## src/rtl/xy2_tx.sv

```systemverilog
// rtl/xy2_tx.sv - XY2-100 transmitter: 20-bit SYNC/X/Y frames fed from a one-deep setpoint buffer
// Optional macro XY2_TX_STATUS_EN adds input xy_status and sticky output status_err.
module xy2_tx #(
  parameter int CLK_DIV = 5
) (
  input  logic        clk_ref,
  input  logic        sys_rstn,
  input  logic        enable,
  input  logic        sp_valid,
  output logic        sp_ready,
  input  logic [15:0] sp_x,
  input  logic [15:0] sp_y,
  output logic        xy_clk,
  output logic        xy_sync,
  output logic        xy_x,
  output logic        xy_y,
  output logic        frame_done
`ifdef XY2_TX_STATUS_EN
  ,
  input  logic        xy_status,
  output logic        status_err
`endif
);

  localparam int PW = $clog2(2 * CLK_DIV);
  localparam logic [PW-1:0] PH_MID  = PW'(CLK_DIV - 1);
  localparam logic [PW-1:0] PH_PRE  = PW'(2 * CLK_DIV - 2);
  localparam logic [PW-1:0] PH_LAST = PW'(2 * CLK_DIV - 1);

  typedef enum logic {IDLE, SHIFT} state_t;

  state_t          state_q, state_d;
  logic [PW-1:0]   phase_q, phase_d;
  logic [4:0]      bit_q, bit_d;
  logic [18:0]     sx_q, sx_d, sy_q, sy_d;
  logic [15:0]     act_x_q, act_x_d, act_y_q, act_y_d;
  logic [15:0]     pend_x_q, pend_x_d, pend_y_q, pend_y_d;
  logic            pend_full_q, pend_full_d;
  logic            clk_q, clk_d, sync_q, sync_d, x_q, x_d, y_q, y_d, fd_q, fd_d;
  logic            load;
  logic [15:0]     next_x, next_y;
  logic [19:0]     fx, fy;

  function automatic logic [19:0] mk_frame(input logic [15:0] d);
    return {3'b001, d, ^{3'b001, d}};
  endfunction

  always_ff @(posedge clk_ref or negedge sys_rstn) begin
    if (!sys_rstn) begin
      state_q     <= IDLE;
      phase_q     <= '0;
      bit_q       <= '0;
      sx_q        <= '0;
      sy_q        <= '0;
      act_x_q     <= 16'h8000;
      act_y_q     <= 16'h8000;
      pend_x_q    <= '0;
      pend_y_q    <= '0;
      pend_full_q <= 1'b0;
      clk_q       <= 1'b0;
      sync_q      <= 1'b0;
      x_q         <= 1'b0;
      y_q         <= 1'b0;
      fd_q        <= 1'b0;
    end else begin
      state_q     <= state_d;
      phase_q     <= phase_d;
      bit_q       <= bit_d;
      sx_q        <= sx_d;
      sy_q        <= sy_d;
      act_x_q     <= act_x_d;
      act_y_q     <= act_y_d;
      pend_x_q    <= pend_x_d;
      pend_y_q    <= pend_y_d;
      pend_full_q <= pend_full_d;
      clk_q       <= clk_d;
      sync_q      <= sync_d;
      x_q         <= x_d;
      y_q         <= y_d;
      fd_q        <= fd_d;
    end
  end

  always_comb begin
    state_d     = state_q;
    phase_d     = phase_q;
    bit_d       = bit_q;
    sx_d        = sx_q;
    sy_d        = sy_q;
    act_x_d     = act_x_q;
    act_y_d     = act_y_q;
    pend_x_d    = pend_x_q;
    pend_y_d    = pend_y_q;
    pend_full_d = pend_full_q;
    clk_d       = clk_q;
    sync_d      = sync_q;
    x_d         = x_q;
    y_d         = y_q;
    fd_d        = 1'b0;
    load        = 1'b0;
    next_x      = act_x_q;
    next_y      = act_y_q;
    fx          = '0;
    fy          = '0;

    case (state_q)
      IDLE: if (enable) load = 1'b1;
      SHIFT: begin
        phase_d = phase_q + 1'b1;
        if (phase_q == PH_MID) clk_d = 1'b0;
        // Registered pulse lands in the final cycle of bit 19
        if (phase_q == PH_PRE && bit_q == 5'd19) fd_d = 1'b1;
        if (phase_q == PH_LAST) begin
          phase_d = '0;
          if (bit_q == 5'd19) begin
            if (enable) begin
              load = 1'b1;
            end else begin
              state_d = IDLE;
              bit_d   = '0;
              clk_d   = 1'b0;
              sync_d  = 1'b0;
              x_d     = 1'b0;
              y_d     = 1'b0;
            end
          end else begin
            bit_d  = bit_q + 5'd1;
            clk_d  = 1'b1;
            sync_d = (bit_q != 5'd18);
            x_d    = sx_q[18];
            y_d    = sy_q[18];
            sx_d   = {sx_q[17:0], 1'b0};
            sy_d   = {sy_q[17:0], 1'b0};
          end
        end
      end
    endcase

    if (load) begin
      if (pend_full_q) begin
        next_x = pend_x_q;
        next_y = pend_y_q;
      end
      fx          = mk_frame(next_x);
      fy          = mk_frame(next_y);
      act_x_d     = next_x;
      act_y_d     = next_y;
      sx_d        = fx[18:0];
      sy_d        = fy[18:0];
      x_d         = fx[19];
      y_d         = fy[19];
      clk_d       = 1'b1;
      sync_d      = 1'b1;
      phase_d     = '0;
      bit_d       = '0;
      state_d     = SHIFT;
      pend_full_d = 1'b0;
    end

    // An offer in the load cycle lands in pending and waits for the following frame
    if (sp_valid && !pend_full_q) begin
      pend_full_d = 1'b1;
      pend_x_d    = sp_x;
      pend_y_d    = sp_y;
    end
  end

  assign sp_ready   = ~pend_full_q;
  assign xy_clk     = clk_q;
  assign xy_sync    = sync_q;
  assign xy_x       = x_q;
  assign xy_y       = y_q;
  assign frame_done = fd_q;

`ifdef XY2_TX_STATUS_EN
  logic st_meta_q, st_sync_q, status_err_q;

  always_ff @(posedge clk_ref or negedge sys_rstn) begin
    if (!sys_rstn) begin
      st_meta_q    <= 1'b0;
      st_sync_q    <= 1'b0;
      status_err_q <= 1'b0;
    end else begin
      st_meta_q <= xy_status;
      st_sync_q <= st_meta_q;
      if (fd_q && st_sync_q) status_err_q <= 1'b1;
    end
  end

  assign status_err = status_err_q;
`endif

endmodule

```

## config.mk

```make
export PLATFORM = sky130hd
export DESIGN_NAME = xy2_tx
export DESIGN_NICKNAME = d
export VERILOG_FILES = /design/src/rtl/xy2_tx.sv
export SDC_FILE = /design/constraint.sdc
export NUM_CORES = 1
export LEC_CHECK = 0
export CAP_MARGIN = 20
export CORE_MARGIN = 2
export CORE_UTILIZATION = 60
export DETAILED_ROUTE_END_ITERATION = 8
export DONT_BUFFER_PORTS = 1
export PLACE_DENSITY = 0.72
export REMOVE_ABC_BUFFERS = 1
export SKIP_LAST_GASP = 1
export SLEW_MARGIN = 20
export SYNTH_ARGS = -nofsm -noshare
export SYNTH_HDL_FRONTEND = slang
export SYNTH_SLANG_ARGS = --single-unit
```

## constraint.sdc

```tcl
create_clock -name clk_ref -period 2.31 [get_ports clk_ref]
set_input_delay 0.462 -clock clk_ref [delete_from_list [all_inputs] [get_ports clk_ref]]
set_output_delay 0.462 -clock clk_ref [all_outputs]
set_load 0.1 [all_outputs]
```

# == Word-level counts from Yosys, hierarchy flattened ==
# Index checks and enable logic that the tools add are counted.
# op_classes
addsub,2
eq_ne,7
mux,51
n_bitwise,2
reduce_logical,10
# ops
operator,count
$mux W19,8
$mux W16,4
$reduce_xor A19 Y1,2
$mux W1,30
$mux W5,5
$mux W4,3
$eq A4 B4 Y1 const B,2
$reduce_and A3 Y1,2
$reduce_bool A2 Y1,3
$add A5 B1 Y5 const B,1
$eq A5 B5 Y1 const B,1
$ne A5 B5 Y1 const B,1
$add A4 B1 Y4 const B,1
$eq A4 B3 Y1 const B,1
$ne A3 B3 Y1 const B,1
$logic_and A1 B1 Y1,2
$ne A2 B2 Y1 const B,1
$not A1 Y1,2
$pmux W1 S2,1
$logic_not A1 Y1,1
# word_totals
ff_bits,118
input_bits,36
out_inout_bits,6
wordCells,87

# == Longest topological paths before layout ==
# Gate-level depths: netlist (run 1).
# logic_depth
depth_word,7
ltp_mapped,9

# == Worst setup path before layout (run 1) ==
# No wires, ideal clock.
# synth_path
path_kind,register to output
start,register pend_full_q
end,output sp_ready
t_arrival_ns,1.290
required_time_ns,1.848
path_slack_ns,0.558
stages_incl_launch_ff,5
path_buffers,3
path_cell_list,dfrtp_1 > buf_6 > inv_2 > buf_2 > buf_2
# synth_via
elab_chain_len,1
# synth_lines
item,line_no,text
from (decl),38,"logic pend_full_q, pend_full_d;"
from (signal assigned),75,pend_full_q <= pend_full_d;
$not A1 Y1,168,assign sp_ready = ~pend_full_q;
to (decl),10,"output logic sp_ready,"
# No other way between the ends.

# == Worst setup path in the final report (run 1) ==
# layout_path
start,register phase_q[1]
end,register sx_q[4]
# layout_via
elab_chain_len,5
# layout_lines
item,line_no,text
from (decl),33,"logic [PW-1:0] phase_q, phase_d;"
from (signal assigned),67,phase_q <= phase_d;
$eq A4 B4 Y1 (*),113,if (phase_q == PH_LAST) begin
$mux W1,113,
$pmux W1 S2,106,case (state_q)
$ne A2 B2 Y1 (no source line) or $reduce_bool A2 Y1 (tied branches),--,
$reduce_and A3 Y1 (no source line),--,
to (signal assigned),53,sx_q <= '0;
to (signal assigned),69,sx_q <= sx_d;
to (decl),35,"logic [18:0] sx_q, sx_d, sy_q, sy_d;"
# Mark *: on every way between the ends. The rest lies on a longest branch, timed or not.
# A chain may end at the register's enable or synchronous reset.

==> flow_summary.toml, run 1 <==
[status]
outcome = "finished, violations left"
violations = "negative hold slack"

[place]
placement.setup.worst_slack_ns = 0.3173
gp_routability_congestion = 0.8103
post-place-cells = 658
io_buffer_count = 0
dp_hpwl_um = 6614
placed_area_sq_um = 5879

[floorplan]
rows = 35
pin_count = 42
initial_utilization_pct = 61.86
die_width_um = 101.6
coreArea_sq_um = 9240
floorplan.die.height_um = 101.6
die_area_sq_um = 10320

[final_layout]
number_of_nets_in_the_final_layout = 589
layout.filler_cells = 680
layout.cell_area.non_filler_sq_um = 6422
layout-drive-gt1-share_pct = 17.17
finish.utilization_pct = 69.51
layoutNonFillerInstCount = 688
antenna_cells = 0
layout-area-overhead-vs-synth_pct = 12.37

[timing]
final_critical_path_setup_slack_ns = 0.2541
setup_viol_count_final = 0
maxSlewViolCount = 0
final_min_period_over_clock_period_pct = 89.00
whs_ns = -0.3573
rsz_0062_raised_after_global_routing = "false"
totalNegativeSetupSlack_ns = 0
hold_viol_final = 118
max-slew-margin-rel_pct = 72.78
fmaxAchievable_mhz = 486.4
tightest_slew_ns = 0.4083
worst_clock_skew_ns = 0.01598
layout_min_cycle_time_ns = 2.056

[setup_path]
timing.rr.end = "sx_q[4]$_DFFE_PN0P_"
critPathMaxFanout = 26
critical_path_class = "register to register"
r2r_slack_ns = 0.25
ff2ff_path_depth = 8
timing.critical_path.arrival_ns = 2.42
worst-endpoint-required_ns = 2.67
worstSetupEndpointType = "register"
r2r_start = "phase_q[1]$_DFFE_PN0P_"
worstSetupStartpointType = "register"

[detailed_routing]
drc = 0
drt_wl_total_um = 10800
dr_total_vias = 3853
mean_number_of_vias_per_cell = 5.600
routed_wire_length_per_instance_um = 15.70
ant_nets = 0
drt_pre_antenna_iters = 5
drt_first_iter_violations = 197

[yosys]
synth_cells = 543
syn-cell-area_sq_um = 5715
synth.top_cell.area_share_pct = 50.79
avgSynthCellArea_sq_um = 10.53
async_flop_share_pct = 100.0
synth.top_cells.by_area = "sky130_fd_sc_hd__dfrtp_1, sky130_fd_sc_hd__nor2_1, sky130_fd_sc_hd__mux2_2"
synthSimpleGateAreaFrac_pct = 15.19
yosys.area_share.adder_pct = 1.095
post-synth-top-area-cell = "sky130_fd_sc_hd__dfrtp_1"
synth_flop_cell = "sky130_fd_sc_hd__dfrtp_1"
synth-seq-cells = 118
muxShareOfSynthArea_pct = 9.982
yosys_warnings = 0
share_of_the_synthesized_area_in_compound_gates_ao_oa_aoi_oai_pct = 11.91
xor_xnor_share_of_the_synthesized_area_pct = 6.436
synth_enable_flop_cells = 0
synth-seq-area-share_pct = 51.71
ys_types = 42
largest_family_of_logic_cells_by_synthesized_area = "simple AND/OR/NAND/NOR gates"

[global_routing]
number_of_antenna_violations_at_the_first_check_in_global_routing = 0
maximum_number_of_pins_on_one_net_before_global_route_repair = 119
vias_in_the_first_global_route = 3881
grt_usage_pct = 23.54
grt-ovfl-total = 0
grt_first_pass_wirelength_um = 18820

[clock_network]
cts-root-buf = "sky130_fd_sc_hd__clkbuf_8"
post-cts-setup-buffers = 0
htreeDepth = 4
clk_latency_ns = 0.51
ctsResizeCount = 0
number_of_cts_inserted_buffers = 17
numClockSinks = 118
clk_transition_reported_paths_ns = 0.06
clock_tree_from_tritoncts = "built"
clock_tree.buffer_depth = 2

[power_and_ir_drop]
ir_worst_vdd_uv = 856.5
powerDensity_nw_per_um2 = 1275
power.leakage_nw = 2.738
total_chip_power_mw = 8.188

[run]
number_of_max_capacitance_violations_reported = 0

[hold_path]
worst_hold_path_type = "input port to asynchronous set/reset pin"
-- logic make-up after synthesis --
logic type               after synthesis
AND/OR/NAND/NOR                      195
flip-flops                           118
AO/OA/AOI/OAI                         90
multiplexers                          53
XOR/XNOR                              42
buffers and inverters                 40
adder cells (fa/ha/maj)                5
-- power by group --
group          internal, mW  total (mW)  switching [mW]
sequential             2.60        3.06           0.458
clock                  1.54        2.43           0.889
combinational          1.40        2.70            1.30
-- routing by layer --
layer	vias to the layer above	part of all wire, %	GRT usage, %
met5	-	0	0
met4	0	0.22	6.861
met3	2	4.3	6.832
met2	79	49	36.49
met1	1901	47	32.50
li1	1871	-	-
-- layout by cell type, fill, tap and decap left out, types with 2 or more instances in the layout --
master | synthesis | final
sky130_fd_sc_hd__nand4_1 | 2 | 2
sky130_fd_sc_hd__clkinv_4 | 0 | 2
sky130_fd_sc_hd__o31ai_1 | 34 | 34
sky130_fd_sc_hd__clkbuf_1 | 9 | 2
sky130_fd_sc_hd__ha_1 | 5 | 5
sky130_fd_sc_hd__a21oi_1 | 3 | 3
sky130_fd_sc_hd__nor3_1 | 2 | 2
sky130_fd_sc_hd__dfrtp_1 | 116 | 116
sky130_fd_sc_hd__a22o_1 | 4 | 4
sky130_fd_sc_hd__inv_1 | 7 | 7
sky130_fd_sc_hd__o21ai_0 | 12 | 12
sky130_fd_sc_hd__clkbuf_16 | 0 | 16
sky130_fd_sc_hd__a31oi_1 | 3 | 3
sky130_fd_sc_hd__and2_1 | 32 | 32
sky130_fd_sc_hd__nand2_1 | 46 | 46
sky130_fd_sc_hd__dfstp_2 | 2 | 2
sky130_fd_sc_hd__xnor2_1 | 22 | 22
sky130_fd_sc_hd__clkinv_2 | 0 | 6
sky130_fd_sc_hd__mux2i_1 | 21 | 21
sky130_fd_sc_hd__buf_12 | 0 | 2
sky130_fd_sc_hd__mux2_2 | 32 | 32
sky130_fd_sc_hd__o21ai_1 | 2 | 2
sky130_fd_sc_hd__nand3_1 | 2 | 2
sky130_fd_sc_hd__clkbuf_8 | 0 | 2
sky130_fd_sc_hd__bufinv_16 | 0 | 2
sky130_fd_sc_hd__nand3b_1 | 2 | 2
sky130_fd_sc_hd__xor2_1 | 20 | 20
sky130_fd_sc_hd__a211oi_2 | 8 | 8
sky130_fd_sc_hd__nor2_1 | 102 | 101
sky130_fd_sc_hd__buf_4 | 1 | 16
sky130_fd_sc_hd__o22a_1 | 2 | 2
sky130_fd_sc_hd__a211oi_1 | 16 | 16
-- worst max-delay path, stage by stage, from the launching register on --
cell                       delay [ns]
sky130_fd_sc_hd__dfrtp_1         0.41
sky130_fd_sc_hd__inv_1           0.11
sky130_fd_sc_hd__ha_1            0.17
sky130_fd_sc_hd__nand3b_1        0.16
sky130_fd_sc_hd__o21ai_2         0.22
sky130_fd_sc_hd__nand2_2         0.07
sky130_fd_sc_hd__buf_4           0.25
sky130_fd_sc_hd__a211oi_1        0.40
sky130_fd_sc_hd__o31ai_1         0.13
-- area by class of cell --
class	instances	area [sq um]	share of cell area, %
repair buffers	18	160.2	2.494
inverters	8	30.03	0.4676
well taps	129	161.4	2.513
clock inverters	10	107.6	1.675
flip-flops and latches	118	2955	46.02
clock buffers	20	435.4	6.780
multi-input cells	385	2572	40.05
-- how the worst max path moves through the flow --
stage | start | end | slack, ns | cells past startpoint
final | phase_q[1]$_DFFE_PN0P_ | sx_q[4]$_DFFE_PN0P_ | 0.25 | 8
after global routing | phase_q[1]$_DFFE_PN0P_ | sx_q[4]$_DFFE_PN0P_ | 0.09 | 8
after CTS | bit_q[0]$_DFFE_PN0P_ | sx_q[4]$_DFFE_PN0P_ | 0.29 | 6
after detailed placement | bit_q[0]$_DFFE_PN0P_ | sy_q[3]$_DFFE_PN0P_ | 0.32 | 7
after global placement | phase_q[1]$_DFFE_PN0P_ | sy_q[9]$_DFFE_PN0P_ | 0.36 | 8
after floorplan | bit_q[0]$_DFFE_PN0P_ | sy_q[1]$_DFFE_PN0P_ | -1.58 | 6
-- Yosys cell counts (4+ instances only) --
cell and n:
sky130_fd_sc_hd__mux2_2 32, sky130_fd_sc_hd__clkbuf_1 9, sky130_fd_sc_hd__a211oi_2 8, sky130_fd_sc_hd__nor2_1 102, sky130_fd_sc_hd__buf_2 18, sky130_fd_sc_hd__a22o_1 4, sky130_fd_sc_hd__nand2_1 46, sky130_fd_sc_hd__o31ai_1 34
sky130_fd_sc_hd__dfrtp_1 116, sky130_fd_sc_hd__xor2_1 20, sky130_fd_sc_hd__a211oi_1 16, sky130_fd_sc_hd__mux2i_1 21, sky130_fd_sc_hd__ha_1 5, sky130_fd_sc_hd__xnor2_1 22, sky130_fd_sc_hd__and2_1 32, sky130_fd_sc_hd__o21ai_0 12
sky130_fd_sc_hd__inv_1 7
-- state kept, by name, summed over array words and instances (netlist names) --
register and cells:
sx_q 19, sy_q 19, act_x_q 16, act_y_q 16, pend_x_q 16, pend_y_q 16, bit_q 5, phase_q 4
frame_done 1, pend_full_q 1, state_q 1, xy_clk 1, xy_sync 1, xy_x 1, xy_y 1
(Power assumes the default switching activity.)
==> run 2: changes to the inputs <==
--- a/config.mk
+++ b/config.mk
@@ -10,6 +10,7 @@
 export CORE_UTILIZATION = 60
 export DETAILED_ROUTE_END_ITERATION = 8
 export DONT_BUFFER_PORTS = 1
+export GPL_ROUTABILITY_DRIVEN = 1
 export PLACE_DENSITY = 0.72
 export REMOVE_ABC_BUFFERS = 1
 export SKIP_LAST_GASP = 1
==> results of run 2 <==
The final DEF is identical to that of run 1; final timing and power are the same.
==> run 3: changes to the inputs <==
--- a/config.mk
+++ b/config.mk
@@ -5,7 +5,7 @@
 export SDC_FILE = /design/constraint.sdc
 export NUM_CORES = 1
 export LEC_CHECK = 0
-export CAP_MARGIN = 20
+export CAP_MARGIN = 40
 export CORE_MARGIN = 2
 export CORE_UTILIZATION = 60
 export DETAILED_ROUTE_END_ITERATION = 8
==> results of run 3 <==
The final DEF is identical to that of run 1; final timing and power are the same.
